===== src/rtl/mem_arbiter_pkg.sv =====
// Shared types for the memory arbiter: FSM states, requester IDs and a
// helper that maps a read winner to the state that waits for its data.
package mem_arbiter_pkg;

    typedef enum logic [1:0] {
        IDLE     = 2'd0,
        WAIT_IF  = 2'd1,
        WAIT_LSU = 2'd2
    } mem_arb_state_t;

    typedef enum logic {
        REQ_IF  = 1'b0,
        REQ_LSU = 1'b1
    } req_id_t;

    // Wait state that owns the outstanding read of the given requester.
    function automatic mem_arb_state_t wait_state(input req_id_t id);
        return (id == REQ_IF) ? WAIT_IF : WAIT_LSU;
    endfunction

endpackage


===== src/rtl/mem_arbiter_if.sv =====
// Bundle of requester and memory-side signals around the arbiter.
// Handshake rules: a read request (x_ren) is held high with a stable
// address until the matching x_rvalid pulse; a write request (lsu_wen)
// is held with stable addr/data until lsu_wready is seen in the same cycle;
// mem_ren is a one-cycle issue pulse answered later by a one-cycle
// mem_rvalid; mem_wen is a one-cycle write with no response.
interface mem_arbiter_if #(
    parameter int DATA_W = 64
) ();
    logic              if_ren;
    logic [DATA_W-1:0] if_raddr;
    logic              if_rvalid;
    logic [DATA_W-1:0] if_rdata;

    logic              lsu_ren;
    logic [DATA_W-1:0] lsu_raddr;
    logic              lsu_rvalid;
    logic [DATA_W-1:0] lsu_rdata;

    logic              lsu_wen;
    logic [DATA_W-1:0] lsu_waddr;
    logic [DATA_W-1:0] lsu_wdata;
    logic              lsu_wready;

    logic              mem_ren;
    logic [DATA_W-1:0] mem_raddr;
    logic              mem_rvalid;
    logic [DATA_W-1:0] mem_rdata;

    logic              mem_wen;
    logic [DATA_W-1:0] mem_waddr;
    logic [DATA_W-1:0] mem_wdata;

    // Arbiter side
    modport slave (
        input  if_ren, if_raddr, lsu_ren, lsu_raddr,
        input  lsu_wen, lsu_waddr, lsu_wdata,
        input  mem_rvalid, mem_rdata,
        output if_rvalid, if_rdata, lsu_rvalid, lsu_rdata, lsu_wready,
        output mem_ren, mem_raddr, mem_wen, mem_waddr, mem_wdata
    );

    // Requesters plus memory (environment) side
    modport master (
        output if_ren, if_raddr, lsu_ren, lsu_raddr,
        output lsu_wen, lsu_waddr, lsu_wdata,
        output mem_rvalid, mem_rdata,
        input  if_rvalid, if_rdata, lsu_rvalid, lsu_rdata, lsu_wready,
        input  mem_ren, mem_raddr, mem_wen, mem_waddr, mem_wdata
    );
endinterface


===== src/rtl/mem_arbiter_rr_arb2.sv =====
// Two-way round-robin pick between fetch and LSU read requests.
module rr_arb2
    import mem_arbiter_pkg::*;
(
    input  logic    req_if_i,
    input  logic    req_lsu_i,
    input  req_id_t last_i,
    output logic    gnt_valid_o,
    output req_id_t gnt_id_o
);

    // On a tie the requester that did not win last time goes next.
    always_comb begin
        gnt_valid_o = req_if_i | req_lsu_i;
        gnt_id_o    = REQ_IF;
        if (req_if_i && req_lsu_i) begin
            gnt_id_o = (last_i == REQ_IF) ? REQ_LSU : REQ_IF;
        end else if (req_lsu_i) begin
            gnt_id_o = REQ_LSU;
        end
    end

endmodule


===== src/rtl/mem_arbiter.sv =====
// Arbitrates fetch reads, LSU reads and LSU writes onto one memory port.
// Only one read may be outstanding; writes are combinational pass-through
// in IDLE and stall while a read is waiting for its data.
module mem_arbiter
    import mem_arbiter_pkg::*;
#(
    parameter int DATA_W = 64
) (
    input  logic           clk,
    input  logic           rst,
    mem_arbiter_if.slave   arb_if,
    output mem_arb_state_t state_o
);

    mem_arb_state_t state_q, state_d;
    req_id_t        rr_last_q, rr_last_d;
    logic           wr_last_q, wr_last_d;

    logic           gnt_valid;
    req_id_t        gnt_id;
    logic           rd_pend;

    logic              if_rvalid, lsu_rvalid, lsu_wready, mem_ren, mem_wen;
    logic [DATA_W-1:0] if_rdata, lsu_rdata, mem_raddr, mem_waddr, mem_wdata;

    assign rd_pend = arb_if.if_ren | arb_if.lsu_ren;

    rr_arb2 u_rr_arb2 (
        .req_if_i    (arb_if.if_ren),
        .req_lsu_i   (arb_if.lsu_ren),
        .last_i      (rr_last_q),
        .gnt_valid_o (gnt_valid),
        .gnt_id_o    (gnt_id)
    );

    // State, round-robin and write-fairness registers.
    always_ff @(posedge clk) begin
        if (!rst) begin
            state_q   <= IDLE;
            rr_last_q <= REQ_LSU;
            wr_last_q <= 1'b0;
        end else begin
            state_q   <= state_d;
            rr_last_q <= rr_last_d;
            wr_last_q <= wr_last_d;
        end
    end

    // Next state and all outputs; everything is forced to 0 while in reset.
    always_comb begin
        state_d    = state_q;
        rr_last_d  = rr_last_q;
        wr_last_d  = wr_last_q;
        if_rvalid  = 1'b0;
        if_rdata   = '0;
        lsu_rvalid = 1'b0;
        lsu_rdata  = '0;
        lsu_wready = 1'b0;
        mem_ren    = 1'b0;
        mem_raddr  = '0;
        mem_wen    = 1'b0;
        mem_waddr  = '0;
        mem_wdata  = '0;
        if (rst) begin
            case (state_q)
                IDLE: begin
                    // Write wins unless it won last time while a read waited.
                    if (arb_if.lsu_wen && !(wr_last_q && rd_pend)) begin
                        mem_wen    = 1'b1;
                        lsu_wready = 1'b1;
                        mem_waddr  = arb_if.lsu_waddr;
                        mem_wdata  = arb_if.lsu_wdata;
                        if (rd_pend) begin
                            wr_last_d = 1'b1;
                        end
                    end else if (gnt_valid) begin
                        mem_ren   = 1'b1;
                        mem_raddr = (gnt_id == REQ_IF) ? arb_if.if_raddr : arb_if.lsu_raddr;
                        rr_last_d = gnt_id;
                        wr_last_d = 1'b0;
                        state_d   = wait_state(gnt_id);
                    end
                end
                WAIT_IF: begin
                    if (arb_if.mem_rvalid) begin
                        if_rvalid = 1'b1;
                        if_rdata  = arb_if.mem_rdata;
                        state_d   = IDLE;
                    end
                end
                WAIT_LSU: begin
                    if (arb_if.mem_rvalid) begin
                        lsu_rvalid = 1'b1;
                        lsu_rdata  = arb_if.mem_rdata;
                        state_d    = IDLE;
                    end
                end
                default: state_d = IDLE;
            endcase
        end
    end

    assign arb_if.if_rvalid  = if_rvalid;
    assign arb_if.if_rdata   = if_rdata;
    assign arb_if.lsu_rvalid = lsu_rvalid;
    assign arb_if.lsu_rdata  = lsu_rdata;
    assign arb_if.lsu_wready = lsu_wready;
    assign arb_if.mem_ren    = mem_ren;
    assign arb_if.mem_raddr  = mem_raddr;
    assign arb_if.mem_wen    = mem_wen;
    assign arb_if.mem_waddr  = mem_waddr;
    assign arb_if.mem_wdata  = mem_wdata;
    assign state_o           = rst ? state_q : IDLE;

endmodule


===== src/flat_wrapper.sv =====
// flat-port wrapper written by rule: the top's interface ports become plain ports
module mem_arbiter_flat import mem_arbiter_pkg::*;
#(
    parameter int DATA_W = 64
)
  (clk, rst, state_o, arb_if_if_ren, arb_if_if_raddr, arb_if_lsu_ren, arb_if_lsu_raddr, arb_if_lsu_wen, arb_if_lsu_waddr, arb_if_lsu_wdata, arb_if_mem_rvalid, arb_if_mem_rdata, arb_if_if_rvalid, arb_if_if_rdata, arb_if_lsu_rvalid, arb_if_lsu_rdata, arb_if_lsu_wready, arb_if_mem_ren, arb_if_mem_raddr, arb_if_mem_wen, arb_if_mem_waddr, arb_if_mem_wdata);
  mem_arbiter_if #(.DATA_W(DATA_W)) arb_if_i ();
  input  logic clk;
  input  logic rst;
  output mem_arb_state_t state_o;
  input wire logic [$bits(arb_if_i.if_ren)-1:0] arb_if_if_ren;
  input wire logic [$bits(arb_if_i.if_raddr)-1:0] arb_if_if_raddr;
  input wire logic [$bits(arb_if_i.lsu_ren)-1:0] arb_if_lsu_ren;
  input wire logic [$bits(arb_if_i.lsu_raddr)-1:0] arb_if_lsu_raddr;
  input wire logic [$bits(arb_if_i.lsu_wen)-1:0] arb_if_lsu_wen;
  input wire logic [$bits(arb_if_i.lsu_waddr)-1:0] arb_if_lsu_waddr;
  input wire logic [$bits(arb_if_i.lsu_wdata)-1:0] arb_if_lsu_wdata;
  input wire logic [$bits(arb_if_i.mem_rvalid)-1:0] arb_if_mem_rvalid;
  input wire logic [$bits(arb_if_i.mem_rdata)-1:0] arb_if_mem_rdata;
  output wire logic [$bits(arb_if_i.if_rvalid)-1:0] arb_if_if_rvalid;
  output wire logic [$bits(arb_if_i.if_rdata)-1:0] arb_if_if_rdata;
  output wire logic [$bits(arb_if_i.lsu_rvalid)-1:0] arb_if_lsu_rvalid;
  output wire logic [$bits(arb_if_i.lsu_rdata)-1:0] arb_if_lsu_rdata;
  output wire logic [$bits(arb_if_i.lsu_wready)-1:0] arb_if_lsu_wready;
  output wire logic [$bits(arb_if_i.mem_ren)-1:0] arb_if_mem_ren;
  output wire logic [$bits(arb_if_i.mem_raddr)-1:0] arb_if_mem_raddr;
  output wire logic [$bits(arb_if_i.mem_wen)-1:0] arb_if_mem_wen;
  output wire logic [$bits(arb_if_i.mem_waddr)-1:0] arb_if_mem_waddr;
  output wire logic [$bits(arb_if_i.mem_wdata)-1:0] arb_if_mem_wdata;
  assign arb_if_i.if_ren = arb_if_if_ren;
  assign arb_if_i.if_raddr = arb_if_if_raddr;
  assign arb_if_i.lsu_ren = arb_if_lsu_ren;
  assign arb_if_i.lsu_raddr = arb_if_lsu_raddr;
  assign arb_if_i.lsu_wen = arb_if_lsu_wen;
  assign arb_if_i.lsu_waddr = arb_if_lsu_waddr;
  assign arb_if_i.lsu_wdata = arb_if_lsu_wdata;
  assign arb_if_i.mem_rvalid = arb_if_mem_rvalid;
  assign arb_if_i.mem_rdata = arb_if_mem_rdata;
  assign arb_if_if_rvalid = arb_if_i.if_rvalid;
  assign arb_if_if_rdata = arb_if_i.if_rdata;
  assign arb_if_lsu_rvalid = arb_if_i.lsu_rvalid;
  assign arb_if_lsu_rdata = arb_if_i.lsu_rdata;
  assign arb_if_lsu_wready = arb_if_i.lsu_wready;
  assign arb_if_mem_ren = arb_if_i.mem_ren;
  assign arb_if_mem_raddr = arb_if_i.mem_raddr;
  assign arb_if_mem_wen = arb_if_i.mem_wen;
  assign arb_if_mem_waddr = arb_if_i.mem_waddr;
  assign arb_if_mem_wdata = arb_if_i.mem_wdata;
  mem_arbiter #(.DATA_W(DATA_W)) u_core (.clk(clk), .rst(rst), .arb_if(arb_if_i), .state_o(state_o));
endmodule

===== config.mk =====
export PLATFORM = sky130hd
export DESIGN_NAME = mem_arbiter_flat
export DESIGN_NICKNAME = d
export VERILOG_FILES = /design/src/rtl/mem_arbiter_pkg.sv /design/src/rtl/mem_arbiter_if.sv /design/src/rtl/mem_arbiter_rr_arb2.sv /design/src/rtl/mem_arbiter.sv /design/src/flat_wrapper.sv
export SDC_FILE = /design/constraint.sdc
export NUM_CORES = 1
export LEC_CHECK = 0
export CAP_MARGIN = 20
export CORE_AREA = 2 2 254 256
export CTS_CLUSTER_SIZE = 24
export DETAILED_ROUTE_END_ITERATION = 12
export DIE_AREA = 0 0 256 258
export GPL_ROUTABILITY_DRIVEN = 0
export GPL_TIMING_DRIVEN = 1
export PLACE_DENSITY = 0.31
export SYNTH_ARGS = -nofsm -noshare
export SYNTH_HDL_FRONTEND = slang
export SYNTH_HIERARCHICAL = 1
export SYNTH_SLANG_ARGS = --single-unit
export TNS_END_PERCENT = 100

===== constraint.sdc =====
create_clock -name clk -period 1.84 [get_ports clk]
set_input_delay 0.368 -clock clk [delete_from_list [all_inputs] [get_ports clk]]
set_output_delay 0.368 -clock clk [all_outputs]
set_load 0.005 [all_outputs]

==> results.md <==
- Initial antenna violation count: 13
- Initial Util: 0.0481
- Post-Layout Inst Area: 14900 sq um
- DP Wirelength: 32800 um
- DP Area: 11100 sq um
- Yosys Warn Count: 6
- DR vias/cell: 3.06
- TritonCTS Buffers: 3
- Pwr Density: 290 nW/um^2
- CTS tree: yes
- I/O Pins: 653
- Clk buf depth: 2
- Peak supply drop: 198 uV
- Post-synthesis adder-cell area fraction: 0.0123
- Routed Antenna Nets: 0
- Setup ws final: -0.538 ns
- Nets: 1631
- WS Path Type: reg2out
- Dpl ws: -0.971 ns
- Clk_skew: 0.000142 ns
- Cells after synthesis: 465
- Core Rows: 93
- Syn Nets: 794
- Total Wirelength: 42100 um
- Fraction of layout cells with a size suffix above 1: 0.691
- Mux contribution to synthesized area: 0.213
- Die area: 66000 sq um
- Outcome: finished, violations left
- Top-area cell type share of the netlist area: 0.524
- Total track usage: 0.119
- DIE WIDTH: 256 um
- Register area: 83.8 sq um
- Setup violators final: 322
- Largest family of logic cells by synthesized area: simple AND/OR/NAND/NOR gates
- First-pass GRT wire length: 56500 um
- Layout area overhead: 388%
- Clock period minus worst slack: 2.38 ns
- Hold_buf cts: 0
- CP required: 1.47 ns
- Hold Crit Class: in2reg
- Core Region: 63600 sq um
- Fin crit share: 1.29
- Gr ovfl total: 0
- Routed WL per cell: 19.5 um
- First DRT Iteration DRCs: 154
- Worst endpoint data arrival time: 2.01 ns
- Vias in the first global route: 7059
- Post-synthesis sequential area ratio: 0.0262
- Slew HR: 0.728
- DR pass1 iterations: 4
- Worst Max-Slew Pin Slew: 0.404 ns
- Port buffer count: 652
- Synth Area in XOR/XNOR: 0
- Post-route non-filler standard cell count: 2158
- Simple-Gate Fraction of Synth Area: 0.628
- Pwr Total: 4330 uW
- Synth top area cells: and2_1 (52%), mux2i_1 (21%), nor2_1 (7.9%)
- Post-synthesis compound-gate area fraction: 0.0290
- CTS Sinks: 4
- Multi-input logic area: 3960 sq um
- DRC errors left: 0
- Largest net degree at the start of global routing: 12
- Unrepaired setup endpoints after global routing: yes
- Clk slew on worst S/H paths: 0.03 ns
- Fin. Hold Viols: 0
- Slew Viols, Final: 0
- Pleak: 0.00659 uW
- Mapped Area: 3060 sq um
- Worst-path fanout max: 5
- Placed cells: 1993
- Unique masters post-synth: 29
- WHS: 0.459 ns
- Crit path capture type: primary output
- Clk Tree Root Cell: clkbuf_16
- Worst Setup Start Kind: flop
- Fillers: 6960
- DR vias: 6607
- H-tree Lvls: 1
- MaxCap Viol Count: 0
- Clock insertion delay at the later pin of the skew report: 0.22 ns
- Die height: 258 um
- Synth Area per Inst: 6.58 sq um
- Failing checks: setup timing
- Fmax: 0.421 GHz
- Synth area leader: and2_1
- Synth Register Bits: 4
[area by class of cell]
cell class	instances	area share
inverter	5	0.00142
clock buffer	3	0.00503
tap	855	0.0717
antenna	3	0.000503
sequential	4	0.00562
timing repair buffer	876	0.651
multi-input combinational	412	0.265
[cell usage after synthesis]
cell        n
o211a_1     1
a21boi_0    1
o32ai_1     2
and2_1    256
mux2_2      1
a32o_1      1
ha_1        3
clkbuf_1    9
and3_1      2
clkbuf_2   16
a31oi_1     1
or2_2       1
or2_1       1
o21ai_1     1
o21ai_0     1
nor2b_1     2
nand2b_1    3
dfxtp_1     4
buf_2       7
o211ai_1    1
and4_4      1
nor2_1     64
a21boi_1    1
inv_1       5
buf_6       6
o211ai_2    1
buf_4       6
nand2_1     3
mux2i_1    64
[worst paths after layout]
check	start	to	slack [ns]	cells after the start
setup / recovery	u_core/state_q[1]	arb_if_mem_wdata[21]	-0.54	12
setup reg to reg	u_core/state_q[0]	u_core/rr_last_q	0.35	7
hold reg to reg	u_core/wr_last_q	u_core/wr_last_q	0.60	2
hold / removal	arb_if_if_ren	u_core/wr_last_q	0.46	3
[registers in the layout, summed over array words and instances, names as in the netlist]
name              cells
u_core/state_q        2
u_core/rr_last_q      1
u_core/wr_last_q      1
[cells in the final DEF (no fill, tap or decap), types with 27 or more instances in the layout]
cell type and instances:
buf_2 69, buf_8 35, buf_12 42, clkdlybuf4s50_1 320
and2_4 247, buf_4 27, mux2i_1 42, buf_6 360
nor2_4 42
[timing repair]
| action | in CTS | in global routing |
|---|---|---|
| buffers inserted | 134 | 47 |
| resized for setup | 1793 | 454 |
| pin swaps | 135 | 112 |
| gates cloned | 30 | 3 |
| setup endpoints to repair | 327 | 327 |
[through the flow]
step            util  setup TNS, ns
5_1_grt        0.235        -111.29
3_3_place_gp   0.175        -257.39
6_report       0.235         -93.97
2_1_floorplan      -              0
3_5_place_dp   0.175        -261.45
4_1_cts        0.215        -116.70
[cells by family after synthesis]
| family | Yosys count |
|---|---|
| fa+ha+maj | 3 |
| compound gates | 11 |
| mux | 65 |
| flops | 4 |
| simple gates | 333 |
| buf+inv | 49 |
[layer usage]
layer,GRT usage,vias to the layer above,share of wire
met3,0.0375,30,0.081
li1,-,3143,-
met5,0,-,0.0013
met4,0.00942,8,0.0097
met1,0.119,3071,0.33
met2,0.245,355,0.57
[worst max-delay path, cell delays in order, from the launching register on]
cell and delay (ns):
dfxtp_2 0.32, inv_2 0.04, buf_6 0.11, ha_4 0.15, and4_4 0.19, buf_12 0.14
buf_12 0.13, buf_12 0.12, buf_16 0.11, buf_8 0.12, buf_6 0.10, and2_4 0.12
buf_6 0.11
[power by group]
part           internal [uW]  switching, uW  total (uW)
clock network            278           59.7         337
registers                101           8.08         109
logic                   2560           1320        3880
total                   2940           1390        4330
No activity file was read; power rests on OpenSTA's default activity.
